$ cat config.mk
export PLATFORM = sky130hd
export DESIGN_NAME = fb_writer
export DESIGN_NICKNAME = d
export VERILOG_FILES = /design/src/rtl/fb_writer.sv
export SDC_FILE = /design/constraint.sdc
export NUM_CORES = 1
export LEC_CHECK = 0
export ABC_AREA = 1
export CORE_MARGIN = 2
export CORE_UTILIZATION = 55
export DETAILED_ROUTE_END_ITERATION = 10
export GPL_TIMING_DRIVEN = 0
export PLACE_DENSITY = 0.8
export SLEW_MARGIN = 20
export SYNTH_ARGS = -nofsm -noshare
export SYNTH_HDL_FRONTEND = slang
export SYNTH_SLANG_ARGS = --single-unit
$ cat constraint.sdc
create_clock -name clk -period 2.9 [get_ports clk]
set_clock_uncertainty 0.2 [all_clocks]
set_input_delay 0.58 -clock clk [delete_from_list [all_inputs] [get_ports clk]]
set_output_delay 0.58 -clock clk [all_outputs]
set_load 0.02 [all_outputs]
$ cat src/rtl/fb_writer.sv
// rtl/fb_writer.sv - ZX-layout framebuffer write engine (plot/unplot/xor/clear via read-modify-write)
module fb_writer #(
    parameter int         RD_LAT  = 2,
    parameter logic [2:0] BASE_HI = 3'b010
) (
    input  logic        clk,
    input  logic        reset_n,
    input  logic        cmd_valid,
    output logic        cmd_ready,
    input  logic [1:0]  cmd_op,
    input  logic [7:0]  cmd_x,
    input  logic [7:0]  cmd_y,
    input  logic [7:0]  cmd_attr,
    output logic [15:0] mem_addr,
    input  logic [7:0]  mem_q,
    output logic [7:0]  mem_data,
    output logic        mem_wren,
    output logic        busy,
    output logic        done
);

    localparam logic [1:0]  OP_PLOT    = 2'd0;
    localparam logic [1:0]  OP_UNPLOT  = 2'd1;
    localparam logic [1:0]  OP_CLEAR   = 2'd3;
    localparam logic [12:0] CLR_LAST   = 13'd6911;
    localparam logic [12:0] ATTR_START = 13'd6144;
    localparam logic [2:0]  RD_LAST    = 3'(RD_LAT - 1);

    typedef enum logic [2:0] {
        S_IDLE,
        S_DROP,
        S_RD,
        S_WR,
        S_CLR
    } state_t;

    state_t      state, state_nx;
    logic [1:0]  op_q;
    logic [7:0]  mask_q;
    logic [7:0]  attr_q;
    logic [2:0]  rd_cnt;
    logic [12:0] clr_cnt;
    logic [12:0] clr_nx;
    logic [12:0] a13;
    logic        accept;
    logic        y_ok;
    logic        rd_last;
    logic        clr_last;

    // Spectrum bitmap interleave: third, pixel line within cell, cell row, column byte
    assign a13      = {cmd_y[7:6], cmd_y[2:0], cmd_y[5:3], cmd_x[7:3]};
    assign y_ok     = cmd_y < 8'd192;
    assign accept   = cmd_valid && cmd_ready;
    assign rd_last  = rd_cnt == RD_LAST;
    assign clr_last = clr_cnt == CLR_LAST;
    assign clr_nx   = clr_cnt + 13'd1;
    assign busy     = !cmd_ready;

    always_ff @(posedge clk or negedge reset_n) begin
        if (!reset_n) begin
            state <= S_IDLE;
        end else begin
            state <= state_nx;
        end
    end

    always_comb begin
        state_nx  = state;
        cmd_ready = 1'b0;
        mem_wren  = 1'b0;
        done      = 1'b0;
        case (state)
            S_IDLE: begin
                cmd_ready = 1'b1;
                if (cmd_valid) begin
                    if (cmd_op == OP_CLEAR) begin
                        state_nx = S_CLR;
                    end else if (y_ok) begin
                        state_nx = S_RD;
                    end else begin
                        state_nx = S_DROP;
                    end
                end
            end
            S_DROP: begin
                done     = 1'b1;
                state_nx = S_IDLE;
            end
            S_RD: begin
                if (rd_last) begin
                    state_nx = S_WR;
                end
            end
            S_WR: begin
                mem_wren = 1'b1;
                done     = 1'b1;
                state_nx = S_IDLE;
            end
            S_CLR: begin
                mem_wren = 1'b1;
                if (clr_last) begin
                    done     = 1'b1;
                    state_nx = S_IDLE;
                end
            end
            default: state_nx = S_IDLE;
        endcase
    end

    // Address/data are registered so they stay put in IDLE between commands
    always_ff @(posedge clk or negedge reset_n) begin
        if (!reset_n) begin
            op_q     <= OP_PLOT;
            mask_q   <= 8'h00;
            attr_q   <= 8'h00;
            rd_cnt   <= 3'd0;
            clr_cnt  <= 13'd0;
            mem_addr <= 16'h0000;
            mem_data <= 8'h00;
        end else if (accept) begin
            op_q    <= cmd_op;
            mask_q  <= 8'h80 >> cmd_x[2:0];
            attr_q  <= cmd_attr;
            rd_cnt  <= 3'd0;
            clr_cnt <= 13'd0;
            if (cmd_op == OP_CLEAR) begin
                mem_addr <= {BASE_HI, 13'd0};
                mem_data <= 8'h00;
            end else if (y_ok) begin
                mem_addr <= {BASE_HI, a13};
            end
        end else begin
            case (state)
                S_RD: begin
                    rd_cnt <= rd_cnt + 3'd1;
                    if (rd_last) begin
                        case (op_q)
                            OP_PLOT:   mem_data <= mem_q | mask_q;
                            OP_UNPLOT: mem_data <= mem_q & ~mask_q;
                            default:   mem_data <= mem_q ^ mask_q;
                        endcase
                    end
                end
                S_CLR: begin
                    if (!clr_last) begin
                        clr_cnt  <= clr_nx;
                        mem_addr <= {BASE_HI, clr_nx};
                        mem_data <= (clr_nx >= ATTR_START) ? attr_q : 8'h00;
                    end
                end
                default: ;
            endcase
        end
    end

endmodule
==> reports/metrics.cfg, run 1 <==
[power_and_ir_drop]
swShare_pct = 40.9
leakagePower_nw = 2.18
power_density_nw_per_um2 = 919
pwr-share-clk_pct = 18.9
finalPower_mw = 4.11
ir_drop_mv = 0.714
p_comb_share_pct = 49.8
seq_power_share_pct = 31.3
p_int_mw = 2.43
switchingPower_mw = 1.68

[timing]
hold_viol = 0
finalMaxSlewViolations = 0
fmax_mhz = 365
maxSlewHeadroom_pct = 64.7
tightest_slew_ns = 0.527
hold_ws_ns = 0.265
post-route-period-util_pct = 94.6
rsz0062_at_grt = no
fin_crit_ns = 2.74
setup_viol = 0
finalSetupTns_ns = 0

[yosys]
syn_inst = 462
yosys.area.top_type = dfrtp_1
synth_area_leaders = dfrtp_1, nand2_1, ha_1, inv_1, o21ai_0
synthAdderAreaFrac_pct = 6.75
synth.cell_area_um2 = 3520
ys_seq_elements = 59
synthXorXnorAreaFrac_pct = 0.746
synth_area_per_cell_um2 = 7.63
synth.yosys.seq_area_share_pct = 41.9
synth.distinct_cells = 32
synth_top_area_share_pct = 41.9
synth_top_family_by_area = simple AND/OR/NAND/NOR gates
synth-simple-area-share_pct = 31.3
synth_compound_area_share_pct = 10.2
synthMuxAreaShare_pct = 0
synth_warnings = 0

[routing]
drtPass1Iterations = 4
drt_wl_total_um = 8110
drtAntennaViolNets = 0
drtIter0Drc = 206
wl_per_cell_um = 13.1
vias = 3170
vias_per_cell = 5.11
drcViolationCount = 0

[global_routing]
grt_max_degree = 39
grt_overflow_total = 0
grtUsageTotal_pct = 25.2
antenna_found_initial = 0
grt_first_pass_wirelength_um = 14200
first_global_vias = 3164

[run_status]
outcome = completed

[final_layout]
layout.nets = 594
drive_above_1_share_pct = 11.2
layout_commonest_cell = nand2_1
fillers = 535
area_growth_pct = 27.1
fin_util_pct = 71.3
design_area_um2 = 4480
insertedDiodeCount = 0
multiInputGateArea_um2 = 1740
final_cell_mix = nand2_1, clkdlybuf4s50_1, dfrtp_1, inv_1, o21ai_0
seqCellArea_um2 = 1480

[cts]
path_clk_slew_ns = 0.07
clockBufferDepth = 2
htree_levels = 3
clock_sinks = 59
clk_latency_ns = 0.34
cts_tree = built
postCtsSetupBuffers = 0
clk_root_buffer_cell = clkbuf_8
numCtsBuffers = 9

[setup_path]
endpoint_kind = output port
startpoint_type = flip-flop
cp_slowest_stage_delay_ns = 0.40
cp_top_family = simple AND/OR/NAND/NOR gates
crit_type = reg2out
cp_slowest_cell = dfrtp_1
crit_chain = ha_1 -> nand2_2 -> nor2_4 -> nand2_4 -> clkinv_2 -> nand4_1 -> o21ai_0 -> dlygate4sd2_1
crit_buf_inv = 2
cp.required_ns = 2.12
path_max_fanout = 5
worstPathArrival_ns = 1.96

[placed_design]
gp_congestion = 0.871
portBuffers = 62
dp_hpwl_um = 6150
place_area_um2 = 4260

[floorplanning]
rows = 29
pin_count = 65
core-area_um2 = 6280
chipHeight_um = 84.0
design.die.area_um2 = 7060
initial_utilization_pct = 56.1
fp.dieW_um = 84.0

[flow_run]
max_cap_viol_count = 0

[worst_hold_path]
min_path_type = reg2reg

-- flip-flops by register name, summed over array words and instances (netlist names) --
signal    cells
attr_q        8
clr_cnt      13
mask_q        8
mem_addr     14
mem_data      8
op_q          2
rd_cnt        3
state         3
-- path summary, 6_finish.rpt --
path	slack, ns	end	cells after the start	start
worst min register to register	0.27	mem_addr[14]	1	mem_addr[14]
worst min-delay path	0.27	mem_addr[14]	1	mem_addr[14]
min in group asynchronous	0.47	clr_cnt[1]	2	reset_n
worst max register to register	0.94	clr_cnt[7]	11	clr_cnt[1]
max in group asynchronous	1.53	attr_q[1]	3	reset_n
worst max-delay path	0.16	done	8	clr_cnt[1]
-- final cells by class --
cell class	count	area share [%]
Inverter	49	4.25
Timing Repair Buffer	64	14.4
Multi-Input combinational cell	340	38.8
Buffer	15	2.79
Clock inverter	1	0.671
Tap cell	77	2.15
Clock buffer	15	3.94
Sequential cell	59	33.0
-- cell families after synthesis --
logic type,count (synthesis)
AOI/OAI and AO/OA,62
xor gates and xnor gates,3
adders and majority gates,19
buffers and inverters,64
DFF,59
other,1
and+or+nand+nor,254
-- power by group through the flow --
stage          logic, mW  clock network, mW  registers (mW)
6_report            2.05              0.779            1.29
5_1_grt             2.30              0.832            1.33
4_1_cts             2.07              0.793            1.29
3_5_place_dp        2.05                  0            1.30
3_3_place_gp        2.00                  0            1.30
2_1_floorplan       1.20                  0            1.43
-- repair_timing --
action	in CTS	in global routing
resized for setup	1	0
endpoints found under the setup margin	1	0
hold buffers	1	0
hold endpoints to repair	21	0
-- stage by stage --
stage | cells | setup slack (ns)
6_report | 620 | 0.158
2_1_floorplan | 463 | 0.884
4_1_cts | 620 | 0.156
3_5_place_dp | 603 | 0.239
5_1_grt | 620 | 0.0359
3_3_place_gp | 602 | -0.885
-- cells in the mapped netlist (all sizes together) --
| cell | count |
|---|---|
| nor3 | 1 |
| clkinv | 2 |
| ha | 19 |
| conb | 1 |
| nand2 | 178 |
| o21ai | 39 |
| nand4 | 13 |
| inv | 47 |
| clkbuf | 1 |
| o211ai | 8 |
| nand3 | 23 |
| dfrtp | 59 |
| xor2 | 3 |
| a21boi | 1 |
| buf | 14 |
| a21oi | 13 |
| a31oi | 1 |
| or2 | 11 |
| nor2 | 28 |
-- metal layers --
metal	vias to the layer above	share of wire, %	track usage (%)
met5	-	0	0
li1	1623	-	-
met1	1448	46	33.4
met2	77	46	40.1
met3	22	4.5	3.86
met4	0	3.4	13.0
Note: power is estimated with default switching activity, not from simulation.
==> run 2: changes to the inputs <==
==> constraint.sdc (replaced) <==
create_clock -name clk -period 3.45 [get_ports clk]
set_clock_uncertainty 0.2 [all_clocks]
set_input_delay 0.69 -clock clk [delete_from_list [all_inputs] [get_ports clk]]
set_output_delay 0.69 -clock clk [all_outputs]
set_load 0.02 [all_outputs]
==> run 2 against run 1 <==
  * Combinational power is 16% lower
  * Global-route usage stayed put
  * Register-to-register slack better by 0.54 ns
  * Non-clock buffer count is 1 lower
  * Sequential power is 16% lower
  * Final cell count is 0.16% lower
  * Power is 16% lower
==> reports/metrics.cfg, run 2 (synthesis results as in run 1) <==
[final_layout]
final_cells = 619  ; -0.16%
layout_commonest_cell = nand2_1
final_cell_mix = nand2_1, clkdlybuf4s50_1, dfrtp_1, inv_1, o21ai_0
top_register = mem_addr
insertedDiodeCount = 0  ; unchanged
largest_reg_flops = 14  ; unchanged
fillers = 533  ; -0.37%
drive_above_1_share_pct = 11.3  ; +0.021 points
top_regs = mem_addr: 14 flops, clr_cnt: 13 flops
area_growth_pct = 26.8
layout.nets = 593  ; -0.17%

[global_routing]
grt_overflow_total = 0  ; unchanged
first_global_vias = 3164  ; unchanged
antenna_found_initial = 0  ; unchanged
grt_first_pass_wirelength_um = 14200  ; unchanged
grt_max_degree = 39  ; unchanged
grtUsageTotal_pct = 25.2  ; unchanged

[cts]
clk_root_buffer_cell = clkbuf_8
clk_latency_ns = 0.34  ; about the same
path_clk_slew_ns = 0.06  ; about the same
clockBufferDepth = 2  ; unchanged
numCtsBuffers = 9  ; unchanged
cts_resized = 0  ; -1
htree_levels = 3  ; unchanged
clock_sinks = 59  ; unchanged
cts_hold_buffers = 0  ; -1
cts_tree = built
postCtsSetupBuffers = 0  ; unchanged

[floorplanning]
chipHeight_um = 84.0  ; unchanged
core-area_um2 = 6280  ; unchanged
initial_utilization_pct = 56.1  ; unchanged
pin_count = 65  ; unchanged
rows = 29  ; unchanged
design.die.area_um2 = 7060  ; unchanged
fp.dieW_um = 84.0  ; unchanged

[routing]
drtAntennaViolNets = 0  ; unchanged
vias = 3183  ; +0.41%
drtIter0Drc = 206  ; unchanged
drtPass1Iterations = 4  ; unchanged
vias_per_cell = 5.14  ; +0.57%
drcViolationCount = 0  ; unchanged
wl_per_cell_um = 13.1  ; +0.37%
drt_wl_total_um = 8120  ; +0.21%

[run_status]
outcome = completed

[flow_run]
max_cap_viol_count = 0  ; unchanged

[power_and_ir_drop]
power_density_nw_per_um2 = 775  ; -16%
ir_drop_mv = 0.600  ; -16%
leakagePower_nw = 2.18  ; -0.35%
finalPower_mw = 3.46  ; -16%

[setup_path]
path_max_fanout = 5  ; unchanged
cp.required_ns = 2.56  ; +0.44 ns
startpoint_type = flip-flop
endpoint_kind = output port
worstPathArrival_ns = 2.26  ; +0.30 ns
crit_type = reg2out

[timing]
fmax_mhz = 317
tightest_slew_ns = 0.520  ; -0.00756 ns
finalMaxSlewViolations = 0  ; unchanged
post-route-period-util_pct = 91.4
finalSetupTns_ns = 0  ; unchanged
maxSlewHeadroom_pct = 65.2  ; +0.51 points
fin_crit_ns = 3.15
setup_viol = 0  ; unchanged
rsz0062_at_grt = no
hold_viol = 0  ; unchanged

[placed_design]
gp_congestion = 0.871  ; unchanged
dp_hpwl_um = 6150  ; unchanged
dp.cells = 603  ; unchanged
portBuffers = 62  ; unchanged

[worst_hold_path]
min_path_type = in2async

-- run 2: layout make-up --
class / count / area (µm²) / area share [%]
clock buffers: 15 / 176 / 3.95
multi-input cells: 340 / 1740 / 38.8
well taps: 77 / 96.3 / 2.16
clock inverters: 1 / 30.0 / 0.672
inverters: 49 / 190 / 4.26
plain buffers: 15 / 125 / 2.80
flip-flops and latches: 59 / 1480 / 33.0
repair buffers: 63 / 638 / 14.3
-- run 2: worst paths after layout --
| check | from | endpoint | slack [ns] | cells past startpoint |
|---|---|---|---|---|
| max reg2reg | clr_cnt[1] | clr_cnt[7] | 1.48 | 11 |
| max in group asynchronous | reset_n | attr_q[1] | 2.51 | 2 |
| min reg2reg | mem_addr[14] | mem_addr[14] | 0.27 | 1 |
| max | clr_cnt[1] | done | 0.30 | 8 |
| min in group clk | mem_addr[14] | mem_addr[14] | 0.27 | 1 |
| min | reset_n | clr_cnt[1] | 0.04 | 1 |
-- run 2: per-layer routing --
metal | track usage, % | vias up | share of wire (%)
met5 | 0 | - | 0
met3 | 3.86 | 20 | 5.5
met1 | 33.4 | 1452 | 45
li1 | - | 1621 | -
met4 | 13.0 | 0 | 3.1
met2 | 40.1 | 90 | 46
-- run 2: worst max-delay path, stage by stage (launching register included) --
cell             delay [ns]
dfrtp_1                0.41
ha_1                   0.22
nand2_2                0.09
nor2_4                 0.17
nand2_4                0.09
clkinv_2               0.06
nand4_1                0.11
o21ai_0                0.13
clkdlybuf4s50_1        0.65
-- run 2: power by group --
group | internal (mW) | switching [mW]
Combinational | 0.709 | 1.01
Sequential | 0.943 | 0.138
Clock | 0.394 | 0.263
-- run 2: through the flow --
stage / setup slack (ns) / cell area, µm² / util, % / hold slack, ns
2_1_floorplan: 1.32 / 3530 / - / 0.194
3_3_place_gp: -0.445 / 4240 / 67.6 / 0.248
3_5_place_dp: 0.679 / 4260 / 67.9 / 0.251
4_1_cts: 0.310 / 4470 / 71.2 / 0.0452
5_1_grt: 0.186 / 4470 / 71.2 / 0.0525
6_report: 0.297 / 4470 / 71.2 / 0.0363
==> run 3: changes to the inputs <==
--- a/config.mk
+++ b/config.mk
@@ -6,7 +6,6 @@
 export NUM_CORES = 1
 export LEC_CHECK = 0
 export ABC_AREA = 1
-export CORE_MARGIN = 2
 export CORE_UTILIZATION = 55
 export DETAILED_ROUTE_END_ITERATION = 10
 export GPL_TIMING_DRIVEN = 0
==> constraint.sdc (replaced) <==
create_clock -name clk -period 3.45 [get_ports clk]
set_clock_uncertainty 0.2 [all_clocks]
set_input_delay 0.345 -clock clk [delete_from_list [all_inputs] [get_ports clk]]
set_output_delay 0.345 -clock clk [all_outputs]
set_load 0.02 [all_outputs]
==> run 3 against run 2 <==
  * Final cell count fell by 0.16%
  * Sequential share of layout area barely moved
  * Sequential cell count did not move
  * Global-route usage rose by 1.4 points
  * Sequential power barely moved
  * Final area fell by 0.14%
  * Critical endpoint unchanged
  * Highest routed layer unchanged
==> reports/metrics.cfg, run 3 (synthesis results as in run 1) <==
[cts]
numCtsBuffers = 9  ; unchanged
cts_tree = built
htree_levels = 3  ; unchanged
clk_root_buffer_cell = clkbuf_8
postCtsSetupBuffers = 0  ; unchanged
clockBufferDepth = 2  ; unchanged
clock_sinks = 59  ; unchanged
clk_latency_ns = 0.35  ; about the same
path_clk_slew_ns = 0.07  ; about the same

[setup_path]
startpoint_type = flip-flop
cp.required_ns = 2.90  ; +0.34 ns
crit_chain = ha_1 -> nand2_2 -> nor2_4 -> nand2_4 -> clkinv_2 -> nand4_1 -> o21ai_0 -> clkdlybuf4s50_1
crit_type = reg2out
cp_top_family = buffers and inverters
worstPathArrival_ns = 2.23  ; -0.03 ns
crit_buf_inv = 2  ; unchanged
cp_slowest_stage_delay_ns = 0.63  ; -0.02 ns
path_max_fanout = 5  ; unchanged
cp_slowest_cell = clkdlybuf4s50_1
endpoint_kind = output port

[global_routing]
grt_overflow_total = 0  ; unchanged
antenna_found_initial = 0  ; unchanged
grtUsageTotal_pct = 26.6  ; +1.4 points
grt_max_degree = 58  ; +49%
first_global_vias = 2934  ; -7.3%
grt_first_pass_wirelength_um = 13300  ; -6.5%

[final_layout]
final_cell_mix = nand2_1, clkdlybuf4s50_1, dfrtp_1, inv_1, o21ai_0
fin_util_pct = 73.6  ; +2.4 points
top_register = mem_addr
insertedDiodeCount = 0  ; unchanged
drive_above_1_share_pct = 11.4  ; +0.16 points
design_area_um2 = 4460  ; -0.14%
layout.nets = 594  ; +0.17%
area_growth_pct = 26.6
fillers = 477  ; -11%
largest_reg_flops = 14  ; unchanged
layout_commonest_cell = nand2_1
top_regs = mem_addr: 14 flops, clr_cnt: 13 flops

[worst_hold_path]
min_path_type = in2async

[timing]
finalMaxSlewViolations = 0  ; unchanged
setup_slack_ns = 0.674  ; +0.378 ns
post-route-period-util_pct = 80.5  ; -11 points
hold_ws_ns = 0.133  ; +0.0963 ns
setup_viol = 0  ; unchanged
maxSlewHeadroom_pct = 66.8  ; +1.5 points
rsz0062_at_grt = no
fin_crit_ns = 2.78  ; -0.378 ns
hold_viol = 0  ; unchanged
fmax_mhz = 360  ; +14%
tightest_slew_ns = 0.497  ; -0.0229 ns

[placed_design]
gp_congestion = 0.891  ; +2.3%
portBuffers = 62  ; unchanged
place_area_um2 = 4270  ; +0.12%
dp_slack_ns = 1.07  ; +0.391 ns
dp_hpwl_um = 5950  ; -3.4%

[routing]
drcViolationCount = 0  ; unchanged
wl_met3_um = 456  ; +2.7%
vias = 3256  ; +2.3%
drtIter0Drc = 237  ; +15%
drtPass1Iterations = 5  ; +1
met2_length_um = 3870  ; +2.9%
drtAntennaViolNets = 0  ; unchanged
drt_wl_total_um = 8210  ; +1.1%
wl_per_cell_um = 13.3  ; +1.2%
vias_per_cell = 5.27  ; +2.5%
wl_met1_um = 3740  ; +2.2%
maxUsedRoutingLayer = met4

[floorplanning]
fp.dieW_um = 82.0  ; -2.4%
core-area_um2 = 6060  ; -3.4%
chipHeight_um = 82.0  ; -2.4%
initial_utilization_pct = 58.1  ; +2.0 points
design.die.area_um2 = 6730  ; -4.7%
rows = 28  ; -3.4%
pin_count = 65  ; unchanged

[power_and_ir_drop]
finalPower_mw = 3.43  ; -0.79%
power_density_nw_per_um2 = 770  ; -0.65%
ir_drop_mv = 0.478  ; -20%
leakagePower_nw = 2.18  ; about the same

[flow_run]
max_cap_viol_count = 0  ; unchanged

[run_status]
outcome = completed

==> run 3: timing repair <==
item | in CTS | in global routing
hold endpoints to repair | 59 | 0
gates resized for setup | 0 | 0
hold buffers | 1 | 0
==> run 3: routing by layer <==
metal / GRT usage (%) / up-vias
li1: - / 1624
met1: 34.6 / 1518
met2: 42.8 / 98
met3: 5.44 / 16
met4: 11.2 / 0
met5: 0 / -
==> run 3: cell type report <==
cell class / count / area, µm² / area share, %
repair buffers: 64 / 656 / 14.7
clock inverters: 5 / 53.8 / 1.21
plain buffers: 15 / 125 / 2.80
well taps: 75 / 93.8 / 2.10
clock buffers: 11 / 131 / 2.94
multi-input cells: 340 / 1740 / 38.9
inverters: 49 / 190 / 4.26
flip-flops and latches: 59 / 1480 / 33.1
==> run 3: per-stage QoR <==
| step | setup TNS [ns] | cells |
|---|---|---|
| after floorplan | 0 | 463 |
| after global placement | -3.58 | 600 |
| after detailed placement | 0 | 601 |
| after CTS | 0 | 618 |
| after global routing | 0 | 618 |
| final | 0 | 618 |
==> run 3: path summary, 6_finish.rpt <==
kind | start | end | slack, ns | cells after the start
hold / removal | reset_n | mask_q[3] | 0.13 | 2
setup reg to reg | clr_cnt[1] | clr_cnt[7] | 1.47 | 11
max in group asynchronous | reset_n | mask_q[0] | 2.45 | 3
setup / recovery | clr_cnt[1] | done | 0.67 | 8
min in group clk | mem_addr[14] | mem_addr[14] | 0.27 | 1
hold reg to reg | mem_addr[14] | mem_addr[14] | 0.27 | 1
==> run 3: power breakdown <==
part	switching (mW)	internal, mW	total [mW]
Sequential	0.144	0.943	1.09
Combinational	1.02	0.710	1.73
Clock	0.284	0.331	0.616
